## src/rtl/acc_cpu_gen2.sv

```systemverilog
// acc_cpu_gen2 -- parametrised accumulator CPU (fetch / decode / execute).
//
// A multi-cycle accumulator machine that talks to a single memory through a
// req/ready handshake with arbitrary wait states. It also writes a video ring
// that a display scanner reads back.
//
// Ports
//   clock      in   1       single clock, all state updates on posedge
//   reset      in   1       synchronous, active-high
//   mem_rdata  in   DATA_W  read data, valid when mem_ready=1
//   mem_ready  in   1       memory completes the current request this cycle
//   mem_req    out  1       request active; mar/mem_we/mem_wdata held while high
//   mem_we     out  1       1 = write request, 0 = read request
//   mem_wdata  out  DATA_W  write data (acc as seen in DECODE)
//   mar        out  ADDR_W  memory address
//   pc         out  ADDR_W  program counter
//   ir         out  DATA_W  instruction register
//   acc        out  DATA_W  accumulator
//   flag_z     out  1       zero flag
//   flag_c     out  1       carry (ADD) / borrow (SUB)
//   halted     out  1       high in HALT state
module acc_cpu_gen2 #(
  parameter int DATA_W    = 8,
  parameter int ADDR_W    = 8,
  parameter int RESET_PC  = 0,
  parameter int DATA_BASE = 'hF0,
  parameter int VID_BASE  = 128,
  parameter int VID_LEN   = 80
) (
  input  logic              clock,
  input  logic              reset,
  input  logic [DATA_W-1:0] mem_rdata,
  input  logic              mem_ready,
  output logic              mem_req,
  output logic              mem_we,
  output logic [DATA_W-1:0] mem_wdata,
  output logic [ADDR_W-1:0] mar,
  output logic [ADDR_W-1:0] pc,
  output logic [DATA_W-1:0] ir,
  output logic [DATA_W-1:0] acc,
  output logic              flag_z,
  output logic              flag_c,
  output logic              halted
);

  localparam int OPW = DATA_W - 4;  // operand field width
  localparam int JW  = DATA_W - 1;  // jump target field width

  localparam logic [ADDR_W-1:0] PC_RST  = ADDR_W'(RESET_PC);
  localparam logic [ADDR_W-1:0] DB_ADDR = ADDR_W'(DATA_BASE);
  localparam logic [ADDR_W-1:0] VID_FST = ADDR_W'(VID_BASE);
  localparam logic [ADDR_W-1:0] VID_LST = ADDR_W'(VID_BASE + VID_LEN - 1);

  localparam logic [2:0] OP_LDV = 3'd0;
  localparam logic [2:0] OP_STV = 3'd1;
  localparam logic [2:0] OP_LDI = 3'd2;
  localparam logic [2:0] OP_ST  = 3'd3;
  localparam logic [2:0] OP_LD  = 3'd4;
  localparam logic [2:0] OP_ADD = 3'd5;
  localparam logic [2:0] OP_SUB = 3'd6;
  localparam logic [2:0] OP_HLT = 3'd7;

  typedef enum logic [2:0] {
    S_FETCH, S_FWAIT, S_DECODE, S_MWAIT, S_EXEC, S_HALT
  } state_t;

  state_t            state;
  logic [ADDR_W-1:0] vaddr;
  logic [DATA_W-1:0] mdr;

  // Unsigned add with carry out in the top bit.
  function automatic logic [DATA_W:0] add_carry(input logic [DATA_W-1:0] a,
                                                input logic [DATA_W-1:0] b);
    return {1'b0, a} + {1'b0, b};
  endfunction

  // Unsigned subtract; top bit is 1 when b > a (borrow).
  function automatic logic [DATA_W:0] sub_borrow(input logic [DATA_W-1:0] a,
                                                 input logic [DATA_W-1:0] b);
    return {1'b0, a} - {1'b0, b};
  endfunction

  logic [3:0]        opcode;
  logic              jnz_op;
  logic [2:0]        op3;
  logic [ADDR_W-1:0] op_addr;
  logic [ADDR_W-1:0] jmp_addr;
  logic [ADDR_W-1:0] ea;
  logic [DATA_W-1:0] ldi_val;
  logic [DATA_W:0]   sum;
  logic [DATA_W:0]   diff;
  logic              is_mem;
  logic              is_wr;
  logic              is_vid;

  assign opcode  = ir[DATA_W-1 -: 4];
  assign jnz_op  = opcode[3];
  assign op3     = opcode[2:0];
  assign ldi_val = {4'b0000, ir[OPW-1:0]};
  assign ea      = DB_ADDR + op_addr;
  assign sum     = add_carry(acc, mdr);
  assign diff    = sub_borrow(acc, mdr);

  // Operand and jump fields are zero-extended or truncated to the address width.
  generate
    if (ADDR_W > OPW) begin : g_op_ext
      assign op_addr = {{(ADDR_W-OPW){1'b0}}, ir[OPW-1:0]};
    end else begin : g_op_trunc
      assign op_addr = ir[ADDR_W-1:0];
    end
    if (ADDR_W > JW) begin : g_jmp_ext
      assign jmp_addr = {{(ADDR_W-JW){1'b0}}, ir[JW-1:0]};
    end else begin : g_jmp_trunc
      assign jmp_addr = ir[ADDR_W-1:0];
    end
  endgenerate

  // LDI and HLT need no memory cycle; JNZ (top bit set) never does.
  assign is_mem = !jnz_op && (op3 != OP_LDI) && (op3 != OP_HLT);
  assign is_wr  = !jnz_op && ((op3 == OP_STV) || (op3 == OP_ST));
  assign is_vid = !jnz_op && ((op3 == OP_LDV) || (op3 == OP_STV));

  // Memory data register: pure datapath, loaded on completion of an operand access.
  always_ff @(posedge clock) begin
    if (state == S_MWAIT && mem_ready) mdr <= mem_rdata;
  end

  always_ff @(posedge clock) begin
    if (reset) begin
      state     <= S_FETCH;
      pc        <= PC_RST;
      vaddr     <= VID_FST;
      mar       <= '0;
      ir        <= '0;
      acc       <= '0;
      mem_req   <= 1'b0;
      mem_we    <= 1'b0;
      mem_wdata <= '0;
      flag_z    <= 1'b0;
      flag_c    <= 1'b0;
      halted    <= 1'b0;
    end else begin
      case (state)
        // Instruction fetch request
        S_FETCH: begin
          mar     <= pc;
          pc      <= pc + 1'b1;
          mem_req <= 1'b1;
          mem_we  <= 1'b0;
          state   <= S_FWAIT;
        end
        // Wait for instruction word
        S_FWAIT: begin
          if (mem_ready) begin
            ir      <= mem_rdata;
            mem_req <= 1'b0;
            state   <= S_DECODE;
          end
        end
        // Decode: launch operand access or go straight to execute
        S_DECODE: begin
          if (is_mem) begin
            mar       <= is_vid ? vaddr : ea;
            mem_req   <= 1'b1;
            mem_we    <= is_wr;
            mem_wdata <= acc;
            state     <= S_MWAIT;
          end else begin
            state <= S_EXEC;
          end
        end
        // Wait for operand access
        S_MWAIT: begin
          if (mem_ready) begin
            mem_req <= 1'b0;
            mem_we  <= 1'b0;
            state   <= S_EXEC;
          end
        end
        // Execute: architectural state update
        S_EXEC: begin
          state <= S_FETCH;
          if (jnz_op) begin
            if (acc != '0) pc <= jmp_addr;
          end else begin
            case (op3)
              OP_LDV, OP_LD: begin
                acc    <= mdr;
                flag_z <= (mdr == '0);
              end
              OP_STV: vaddr <= (vaddr == VID_LST) ? VID_FST : vaddr + 1'b1;
              OP_LDI: begin
                acc    <= ldi_val;
                flag_z <= (ldi_val == '0);
              end
              OP_ADD: begin
                acc    <= sum[DATA_W-1:0];
                flag_c <= sum[DATA_W];
                flag_z <= (sum[DATA_W-1:0] == '0);
              end
              OP_SUB: begin
                acc    <= diff[DATA_W-1:0];
                flag_c <= diff[DATA_W];
                flag_z <= (diff[DATA_W-1:0] == '0);
              end
              OP_HLT: begin
                halted <= 1'b1;
                state  <= S_HALT;
              end
              default: ;  // ST: the write already completed in MWAIT
            endcase
          end
        end
        // Halted until reset
        S_HALT: state <= S_HALT;
        default: state <= S_FETCH;
      endcase
    end
  end

endmodule

```

## config.mk

```make
export PLATFORM = sky130hd
export DESIGN_NAME = acc_cpu_gen2
export DESIGN_NICKNAME = d
export VERILOG_FILES = /design/src/rtl/acc_cpu_gen2.sv
export SDC_FILE = /design/constraint.sdc
export NUM_CORES = 1
export LEC_CHECK = 0
export BUFFER_PORTS_ARGS = -buffer_cell sky130_fd_sc_hd__buf_2
export CAP_MARGIN = 20
export CORE_AREA = 2 2 97 99
export DETAILED_ROUTE_END_ITERATION = 10
export DIE_AREA = 0 0 99 101
export HOLD_SLACK_MARGIN = 0.06
export PLACE_DENSITY_LB_ADDON = 0.15
export SETUP_SLACK_MARGIN = 0.05
export SLEW_MARGIN = 20
export SYNTH_ARGS = -nofsm -noshare
export SYNTH_HDL_FRONTEND = slang
export SYNTH_SLANG_ARGS = --single-unit
```

## constraint.sdc

```tcl
create_clock -name clock -period 3.9 [get_ports clock]
set_input_delay 0 -clock clock [delete_from_list [all_inputs] [get_ports clock]]
set_output_delay 0 -clock clock [all_outputs]
set_load 0.005 [all_outputs]
```

---- Word-level counts from Yosys, hierarchy flattened ----
Index checks and enable logic that the tools add are counted.
word-level totals
  register bits after elaboration ......... 64
  input bits .............................. 11
  logic and storage cells ................. 95
operators by class
  add/sub/neg operators ................... 5
  equality and inequality tests ........... 21
  mux-type cells .......................... 21
  bitwise logic cells ..................... 1
  reductions and logical operators ........ 34
operators with widths
  operator                                                               number
  8-bit 2-to-1 mux                                                       5
  8-bit logical NOT                                                      4
  8-bit case mux with 2 select lines                                     2
  8-bit case mux with 4 select lines                                     1
  3-bit AND reduction                                                    7
  3-bit equality test, second input constant                             6
  3-bit case mux with 6 select lines                                     1
  8-bit by 1-bit adder with 8-bit output, second input constant          2
  3-bit 2-to-1 mux                                                       5
  3-bit by 2-bit equality test with 1-bit output, second input constant  4
  2-bit inequality test, second input constant                           5
  8-bit by 8-bit adder with 9-bit output                                 1
  8-bit by 8-bit subtractor with 9-bit output                            1
  8-bit equality test, second input constant                             1
  2-bit AND reduction                                                    4
  8-bit nonzero test                                                     1
  5-bit by 5-bit adder with 6-bit output, first input constant           1
  3-bit by 1-bit equality test with 1-bit output, second input constant  2
  3-bit logical NOT                                                      2
  1-bit case mux with 3 select lines                                     2
  2-bit nonzero test                                                     3
  3-bit nonzero test                                                     2
  1-bit logical AND                                                      5
  1-bit case mux with 4 select lines                                     1
  10 further kinds                                                       14

---- Logic depth before layout (Yosys ltp) ----
Gate-level depths: netlist of run 1.
  depth in word-level cells ............... 6
  mapped depth ............................ 10
  gate-level depth less buffers ........... 10

---- Least setup slack after synthesis of run 1 ----
Ideal clock, no wire load.
  kind .................................... register to register
  start ................................... register acc[0]
  end ..................................... register flag_z
  library setup time ...................... 0.123 ns
  arrival time ............................ 2.064 ns
  data required time ...................... 3.777 ns
  setup slack ............................. 1.713 ns
  cell stages (with the launch flop) ...... 11
  buffers on the path ..................... 0
  cells stage by stage .................... dfxtp_1 inv_1 ha_1 inv_1 fa_1 a211o_2 o211ai_1 a21oi_1 or2_2 a41oi_1 a21oi_1
on the way
  longest elaborated chain between the ends .. 3
ends and longest elaborated chain
  element                                                                                                       line      text
  from (decl)                                                                                                   40        output logic [DATA_W-1:0] acc,
  from (signal assigned)                                                                                        188       acc <= mdr;
  from (signal assigned)                                                                                        193       acc <= ldi_val;
  from (signal assigned)                                                                                        197       acc <= sum[DATA_W-1:0];
  8-bit by 8-bit subtractor with 9-bit output / 8-bit by 8-bit adder with 9-bit output (equally long branches)  80, 74
  8-bit logical NOT (on tied branches)                                                                          204, 199
  1-bit case mux with 4 select lines (*)                                                                        186       case (op3)
  to (signal assigned)                                                                                          189       flag_z <= (mdr == '0);
  to (signal assigned)                                                                                          194       flag_z <= (ldi_val == '0);
  to (signal assigned)                                                                                          204       flag_z <= (diff[DATA_W-1:0] == '0);
  to (decl)                                                                                                     41        output logic flag_z,
Every way passes the cells marked *; elsewhere a longest branch is shown, timed or not.
A chain may end at the register's enable or synchronous reset.

---- Final worst setup path of run 1 ----
  start ................................... register mdr[4]
  end ..................................... register flag_z
on the way
  longest elaborated chain between the ends .. 3
ends and longest elaborated chain
  element                                                                                                       line      text
  from (decl)                                                                                                   69        logic [DATA_W-1:0] mdr;
  from (signal assigned)                                                                                        125       if (state == S_MWAIT && mem_ready) mdr <= mem_rdata;
  8-bit by 8-bit subtractor with 9-bit output / 8-bit by 8-bit adder with 9-bit output (equally long branches)  80, 74
  8-bit logical NOT (on tied branches)                                                                          204, 199
  1-bit case mux with 4 select lines (*)                                                                        186
Marked as above.

==> results of run 1 <==
[cells by family (layout without fill, tap and decap cells)]
logic type               Yosys count  count (layout)  synth area share
flip-flops                        64              64             0.345
adder cells (fa/ha/maj)           21              21            0.0704
XOR/XNOR                          16              16            0.0355
AO/OA/AOI/OAI                    116             116             0.201
AND/OR/NAND/NOR                  173             173             0.230
buffers and inverters             48             102            0.0539
multiplexers                      25              25            0.0634
[flip-flops by register name, indices dropped and copies added (netlist names)]
signal,count
flag_z,1
state,3
pc,8
ir,8
mem_req,1
acc,8
flag_c,1
mdr,8
vaddr,8
halted,1
mem_wdata,8
mar,8
mem_we,1
[synth_stat cells, types with 8 or more instances]
master,count
a21oi_1,32
o211ai_1,9
nand3_1,13
mux2i_1,25
o21ai_0,17
nand2_1,39
xor2_1,9
buf_2,11
nor2_1,57
nor3_1,8
clkbuf_1,18
edfxtp_1,8
a31oi_1,8
ha_1,19
inv_1,16
dfxtp_1,56
nand2b_1,8
[metrics by stage]
step	utilization	power [mW]	setup WS, ps	hold WS, ps
finish	0.508	1.57	1380	386
CTS	0.508	1.58	1390	358
detailed placement	0.473	0.929	1430	194
global route	0.508	1.63	1200	367
global placement	0.473	0.927	1420	198
floorplan	-	0.869	1710	98.9
[worst min path at each step]
stage / to / slack [ps] / depth (start not counted)
3_5_place_dp: mdr[7] / 190 / 1
3_3_place_gp: mdr[1] / 200 / 1
5_1_grt: mdr[1] / 370 / 2
4_1_cts: mdr[4] / 360 / 2
6_report: mdr[0] / 390 / 2
2_1_floorplan: mdr[0] / 100 / 0
[layer usage]
layer	global-route usage	wire length (um)	vias to the layer above
met1	0.308	5160	1650
met3	0.0485	593	13
met5	0	0	-
met4	0.0580	150	0
li1	-	-	1779
met2	0.340	4860	115
[power by group through the flow]
stage	combinational [mW]	clock (mW)	sequential (mW)
after floorplan	0.151	0	0.719
after global placement	0.184	0	0.743
after detailed placement	0.186	0	0.743
after CTS	0.195	0.653	0.728
after global routing	0.215	0.684	0.733
final	0.194	0.642	0.729
[worst reg2reg max path, cell delays in order, from the launching register on]
cell and delay, ps:
edfxtp_1 460, inv_1 100, ha_1 440, or2_1 280, a2111o_1 390, o311ai_2 120
nand3_2 130, a2111o_1 400, a21oi_1 140
[area by class of cell]
type	instances	area, um^2	area share
clock buffer	9	124	0.0271
clock inverter	7	96.3	0.0211
inverter	16	60.1	0.0132
multi-input combinational	351	2370	0.519
sequential	64	1360	0.298
tap	111	139	0.0304
timing repair buffer	70	413	0.0905
==> results_dict.tcl, run 1 <==
set metrics [dict create \
    status "completed" \
    globalRouteTotalUtil 0.219 \
    fin_nets 544 \
    synth_flop_cell "dfxtp_1" \
    fin_skew_ps 6.03 \
    critPathTopFamily "compound AO/OA/AOI/OAI gates" \
    min-delay-start "mem_rdata[0]" \
    rr_worst_depth 8 \
    r2r-end "flag_z" \
    syn_inst 463 \
    cts_buffer_depth 2 \
    ys_ff_latch 64 \
    grt_remaining_overflow 0 \
    p_clk_frac 0.410 \
    drtIter0Drc 271 \
    io_buffers 55 \
    seqPwrFrac 0.466 \
    die-area_um2 10000 \
    p_sw_frac 0.275 \
    slew_headroom 0.413 \
    fillCellCount 855 \
    postSynthAreaPerCell_um2 8.52 \
    p_comb_frac 0.124 \
    cp_slowest_stage_delay_ps 460 \
    cts_buffers 9 \
    htree_levels 3 \
    cts_setup_buffers 0 \
    final_antenna_net_count 0 \
    final_cell_mix "57 x nor2_1, 56 x dfxtp_1, 55 x buf_2" \
    n_antenna_cell 0 \
    root_buffer "clkbuf_8" \
    slew_violations 0 \
    final_cells 628 \
    ioPinCount 56 \
    area_growth_pct 15.7 \
    syn_area_um2 3950 \
    drive_gt1_frac 0.174 \
    hold_viol_final 0 \
    setup_viol 0 \
    end_kind "flip-flop" \
    start_kind "flip-flop" \
    period_share 0.646 \
    min_path_type "input port to flip-flop" \
    p_switching_mw 0.430 \
    leakagePower_nw 1.87 \
    syn_nets 495 \
    core_area_um2 8980 \
    hpwl_um 7680 \
    max_freq_mhz 397 \
    vias 3557 \
    antenna_found_initial 0 \
    dr.pass1.iters 4 \
    cts_tree "built" \
    clkSinkCount 64 \
    crit_fanout 13 \
    gp_congestion 0.877 \
    tightest_slew_ps 875 \
    wire_per_inst_um 17.1 \
    fin_crit_ps 2520 \
    ys_seq_area_frac 0.345 \
    rows 35 \
    path_depth 8 \
    r2r_start "mdr[4]" \
    stdcell_area_um2 4560 \
    synthDistinctLibCells 68 \
    crit_top_cell "a2111o_1" \
    wirelength_um 10800 \
    synth_edf_count 8 \
    vias_per_cell 5.66 \
    maxCapViolCount 0 \
    dieHeight_um 101 \
    postPlaceCellArea_um2 4240 \
    clk-insertion-delay-late_ps 350 \
    peakVddDrop_uv 225 \
    grt_pass1_vias 3272 \
    grt_pass1_wl_um 17200 \
    final_common_cell "nor2_1" \
    crit_required_ps 4180 \
    arrival_ps 2800 \
    worstSetupEndpoint "flag_z" \
    yosysWarnings 0 \
    dp.cells 602 \
    p_int_mw 1.14 \
    netlist.area_leader.share 0.284 \
    floorplan.initialDensity 0.439 \
    yosys.area.top_type "dfxtp_1" \
    setup-tns-final_ps 0 \
    powerDensity_nw_per_um2 343 \
    crit_chain "inv_1 > ha_1 > or2_1 > a2111o_1 > o311ai_2 > nand3_2 > a2111o_1 > a21oi_1" \
    rsz0062_at_grt "no" \
    reg2reg_slack_ps 1380 \
    synthTopCellsByArea "dfxtp_1 28%, mux2i_1 6.3%, edfxtp_1 6.1%, ha_1 6.0%, nor2_1 5.4%" \
    clkTransAtPathRegs_ps 70 \
    cp_num_buf_inv 1 \
    post-route-drc-count 0 \
    hold_buffers 10 \
    slowest_stage "edfxtp_1" \
    grt_max_degree 37 \
    ctsResizeCount 0 \
    async_flop_share 0 \
    die_w_um 99 \
    crit_type "flip-flop to flip-flop" \
    startpoint "mdr[4]" \
]
Note: power is estimated with default switching activity, not from simulation.
==> inputs of run 2 (changes only) <==
==> constraint.sdc (replaced) <==
create_clock -name clock -period 2.23 [get_ports clock]
set_input_delay 0 -clock clock [delete_from_list [all_inputs] [get_ports clock]]
set_output_delay 0 -clock clock [all_outputs]
set_load 0.005 [all_outputs]
==> results_dict.tcl, run 2 (synthesis gave the netlist of run 1 again) <==
set metrics [dict create \
    crit_type "flip-flop to flip-flop" \
    p_clk_frac 0.370 \
    end_kind "flip-flop" \
    antenna_found_initial 0 \
    p_sw_frac 0.274 \
    floorplan.initialDensity 0.439 \
    crit_required_ps 2500 \
    vias_per_cell 5.58 \
    p_comb_frac 0.156 \
    crit_fanout 3 \
    grt_remaining_overflow 0 \
    wirelength_um 11300 \
    leakagePower_nw 2.06 \
    p_switching_mw 0.726 \
    final_common_cell "nor2_1" \
    vias 3711 \
    powerDensity_nw_per_um2 537 \
    start_kind "flip-flop" \
    seqPwrFrac 0.475 \
    rows 35 \
    dr.pass1.iters 5 \
    peakVddDrop_uv 351 \
    status "completed" \
    slew_violations 0 \
    wire_per_inst_um 17.0 \
    busiest_layer "met2" \
    final_antenna_net_count 0 \
    drive_gt1_frac 0.278 \
    grt_pass1_vias 3613 \
    clkSinkCount 64 \
    die_w_um 99 \
    grt_max_degree 31 \
    grt_pass1_wl_um 18400 \
    dieHeight_um 101 \
    fin_nets 581 \
    area_growth_pct 24.9 \
    gp_congestion 0.862 \
    slew_headroom 0.666 \
    met3_usage 0.0395 \
    min-delay-start "reset" \
    rsz0062_at_grt "yes" \
    startpoint "mdr[0]" \
    final_cell_mix "56 x nor2_1, 55 x dfxtp_1, 55 x buf_2" \
    fin_crit_ps 2210 \
    hold_slack_ps 100 \
    post-route-drc-count 0 \
    use_met2 0.355 \
    arrival_ps 2480 \
    drtIter0Drc 227 \
    max_freq_mhz 453 \
    clk-insertion-delay-late_ps 340 \
    root_buffer "clkbuf_8" \
    globalRouteTotalUtil 0.232 \
    cts_buffer_depth 2 \
    fin_skew_ps 14.4 \
    htree_levels 3 \
    fin_util 0.549 \
    cts_tree "built" \
    clkTransAtPathRegs_ps 80 \
    tightest_slew_ps 501 \
    r2r_start "mdr[0]" \
    setup_viol 0 \
    io_buffers 55 \
    use_met1 0.336 \
    min_path_type "input port to flip-flop" \
    die-area_um2 10000 \
    period_share 0.991 \
    maxCapViolCount 0 \
    p_int_mw 1.92 \
    ioPinCount 56 \
    core_area_um2 8980 \
    hold_viol_final 0 \
    hpwl_um 8330 \
    cts_buffers 9 \
    n_antenna_cell 0 \
]
## run 2: worst paths after layout
path	endpoint	slack, ps	cells past startpoint
hold / removal	ir[2]	100	2
hold reg to reg	halted	450	2
setup / recovery	flag_z	20	7
setup reg to reg	flag_z	20	7
## run 2: timing repair
action,4_1_cts,5_1_grt
hold buffers,9,0
endpoints found under the setup margin,6,11
pin swaps,3,11
buffers inserted,0,1
endpoints found under the hold margin,17,0
gates resized for setup,14,16
## run 2: power groups by stage
stage	Combinational (mW)	Sequential [mW]	Clock (mW)
2_1_floorplan	0.264	1.26	0
3_3_place_gp	0.383	1.28	0
3_5_place_dp	0.385	1.28	0
4_1_cts	0.403	1.25	1.00
5_1_grt	0.454	1.26	1.05
6_report	0.411	1.26	0.977
## run 2: per-stage QoR
stage / cells / worst slack (ps) / power [mW] / TNS [ps] / area [um^2]
2_1_floorplan: 463 / 63.9 / 1.52 / 0 / 3950
3_3_place_gp: 639 / -84.9 / 1.66 / -84.9 / 4530
3_5_place_dp: 639 / -105 / 1.67 / -142 / 4530
4_1_cts: 664 / 9.18 / 2.66 / 0 / 4860
5_1_grt: 665 / -57.7 / 2.76 / -74.3 / 4930
6_report: 665 / 20.3 / 2.64 / 0 / 4930
## run 2: critical path, cell delays in order, from the launching register on
cell,delay [ps]
edfxtp_1,440
ha_2,230
fa_2,380
xnor2_1,180
nor3b_1,250
nand3_1,160
a2111o_1,370
a21oi_1,140
## run 2: layout make-up
cell class | instances | area [um^2]
fillers | 863 | 4050
multi-input cells | 351 | 2470
inverters | 16 | 60.1
well taps | 111 | 139
flip-flops and latches | 64 | 1360
clock inverters | 2 | 11.3
repair buffers | 107 | 701
clock buffers | 14 | 183
## run 2: metal layers
metal / vias to the layer above / share of wire
met3: 10 / 0.055
met5: - / 0
met2: 109 / 0.45
met4: 0 / 0.0083
li1: 1841 / -
met1: 1751 / 0.49
==> inputs of run 3 (changes only) <==
==> constraint.sdc (replaced) <==
create_clock -name clock -period 2.2 [get_ports clock]
set_input_delay 0 -clock clock [delete_from_list [all_inputs] [get_ports clock]]
set_output_delay 0 -clock clock [all_outputs]
set_load 0.005 [all_outputs]
==> results_dict.tcl, run 3 (synthesis gave the netlist of run 1 again) <==
set metrics [dict create \
    setup_viol 0 \
    end_kind "flip-flop" \
    stdcell_area_um2 4950 \
    min_path_type "input port to flip-flop" \
    dieHeight_um 101 \
    fin_crit_ps 2180 \
    hold_end "ir[5]" \
    r2r-end "flag_z" \
    p_int_mw 1.84 \
    crit_required_ps 2440 \
    crit_type "flip-flop to flip-flop" \
    p_comb_frac 0.164 \
    globalRouteTotalUtil 0.229 \
    cts_tree "built" \
    grt_pass1_wl_um 18100 \
    p_sw_frac 0.305 \
    grt_max_degree 26 \
    final_cells 671 \
    critPathTopFamily "compound AO/OA/AOI/OAI gates" \
    htree_levels 3 \
    crit_chain "ha_1 > inv_1 > fa_2 > a211o_2 > o211ai_1 > a21oi_2 > or2_2 > a41oi_2 > a21oi_1" \
    reg2reg_slack_ps 20 \
    drive_gt1_frac 0.277 \
    slew_violations 0 \
    area_growth_pct 25.4 \
    dr.pass1.iters 5 \
    cp_num_buf_inv 1 \
    vias_per_cell 5.63 \
    cts_buffer_depth 2 \
    fin_skew_ps 12.5 \
    p_clk_frac 0.358 \
    rsz0062_at_grt "yes" \
    min-delay-start "reset" \
    maxCapViolCount 0 \
    clk-insertion-delay-late_ps 350 \
    hold_path_depth 2 \
    powerDensity_nw_per_um2 534 \
    cp_slowest_stage_delay_ps 390 \
    rows 35 \
    final_common_cell "nor2_1" \
    gp_congestion 0.930 \
    leakagePower_nw 2.08 \
    tightest_slew_ps 605 \
    peakVddDrop_uv 521 \
    postPlaceCellArea_um2 4550 \
    seqPwrFrac 0.478 \
    max_freq_mhz 458 \
    setup-tns-final_ps 0 \
    die_w_um 99 \
    wirelength_um 11400 \
    core_area_um2 8980 \
    slew_headroom 0.597 \
    ioPinCount 56 \
    floorplan.initialDensity 0.439 \
    path_depth 9 \
    post-route-drc-count 0 \
    hpwl_um 8350 \
    die-area_um2 10000 \
    clkSinkCount 64 \
    antenna_found_initial 0 \
    dp.cells 642 \
    cts_buffers 9 \
    wire_per_inst_um 17.0 \
    hold_slack_ps 142 \
    slowest_stage "edfxtp_1" \
    n_antenna_cell 0 \
    rr_worst_depth 9 \
    arrival_ps 2430 \
    final_antenna_net_count 0 \
    status "completed" \
    final_cell_mix "56 x nor2_1, 55 x buf_2, 54 x dfxtp_1" \
    root_buffer "clkbuf_8" \
    start_kind "flip-flop" \
    drtIter0Drc 174 \
    vias 3775 \
    p_switching_mw 0.805 \
    fin_nets 587 \
    grt_pass1_vias 3536 \
    crit_fanout 3 \
    io_buffers 55 \
    period_share 0.993 \
    fin_util 0.551 \
    hold_viol_final 0 \
    fillCellCount 846 \
    grt_remaining_overflow 0 \
    r2r_start "mdr[0]" \
    clkTransAtPathRegs_ps 80 \
]
run 3: cell types whose count changed in the layout (fill, tap and decap cells not counted), moves of 2 or more:
cell	change
ha_1	+4
inv_6	+2
clkbuf_8	-4
o21ai_1	-2
inv_2	-3
inv_1	+3
ha_2	-3
clkinv_4	+3
buf_4	+7
nor2b_2	-2
run 3: cell type report:
class,instances,area (um^2),share of cell area
inverters,16,60.1,0.0121
flip-flops and latches,64,1360,0.276
repair buffers,113,733,0.148
clock inverters,7,56.3,0.0114
well taps,111,139,0.0281
clock buffers,9,124,0.0250
multi-input cells,351,2470,0.500
run 3: worst max path at each step:
stage / from / end / slack (ps)
3_3_place_gp: mdr[1] / flag_z / -10
6_report: mdr[0] / flag_z / 20
5_1_grt: mdr[0] / flag_z / -110
2_1_floorplan: mdr[0] / flag_z / 70
4_1_cts: mdr[0] / flag_z / -20
3_5_place_dp: acc[2] / flag_z / -80
run 3: what timing repair did:
item                                    CTS  global route
endpoints found under the hold margin    17             0
pin swaps                                 2             5
setup buffers                             0             4
endpoints found under the setup margin    8            10
hold buffers                              9             0
resized for setup                        10            15
run 3: stage by stage:
| stage | setup WS [ps] | power, mW |
|---|---|---|
| floorplan | 74.2 | 1.54 |
| global placement | -12.5 | 1.69 |
| detailed placement | -81.3 | 1.70 |
| CTS | -18.6 | 2.66 |
| global route | -107 | 2.77 |
| finish | 15.0 | 2.64 |
run 3: layer usage:
metal,part of all wire,track usage,up-vias
li1,-,-,1850
met1,0.48,0.324,1795
met2,0.45,0.349,111
met3,0.048,0.0465,19
met4,0.017,0.0780,0
met5,0,0,-
run 3: power by group through the flow:
stage	Clock (mW)	Combinational, mW	Sequential [mW]
2_1_floorplan	0	0.268	1.27
3_3_place_gp	0	0.403	1.29
3_5_place_dp	0	0.407	1.29
4_1_cts	0.974	0.425	1.26
5_1_grt	1.02	0.480	1.27
6_report	0.945	0.435	1.26
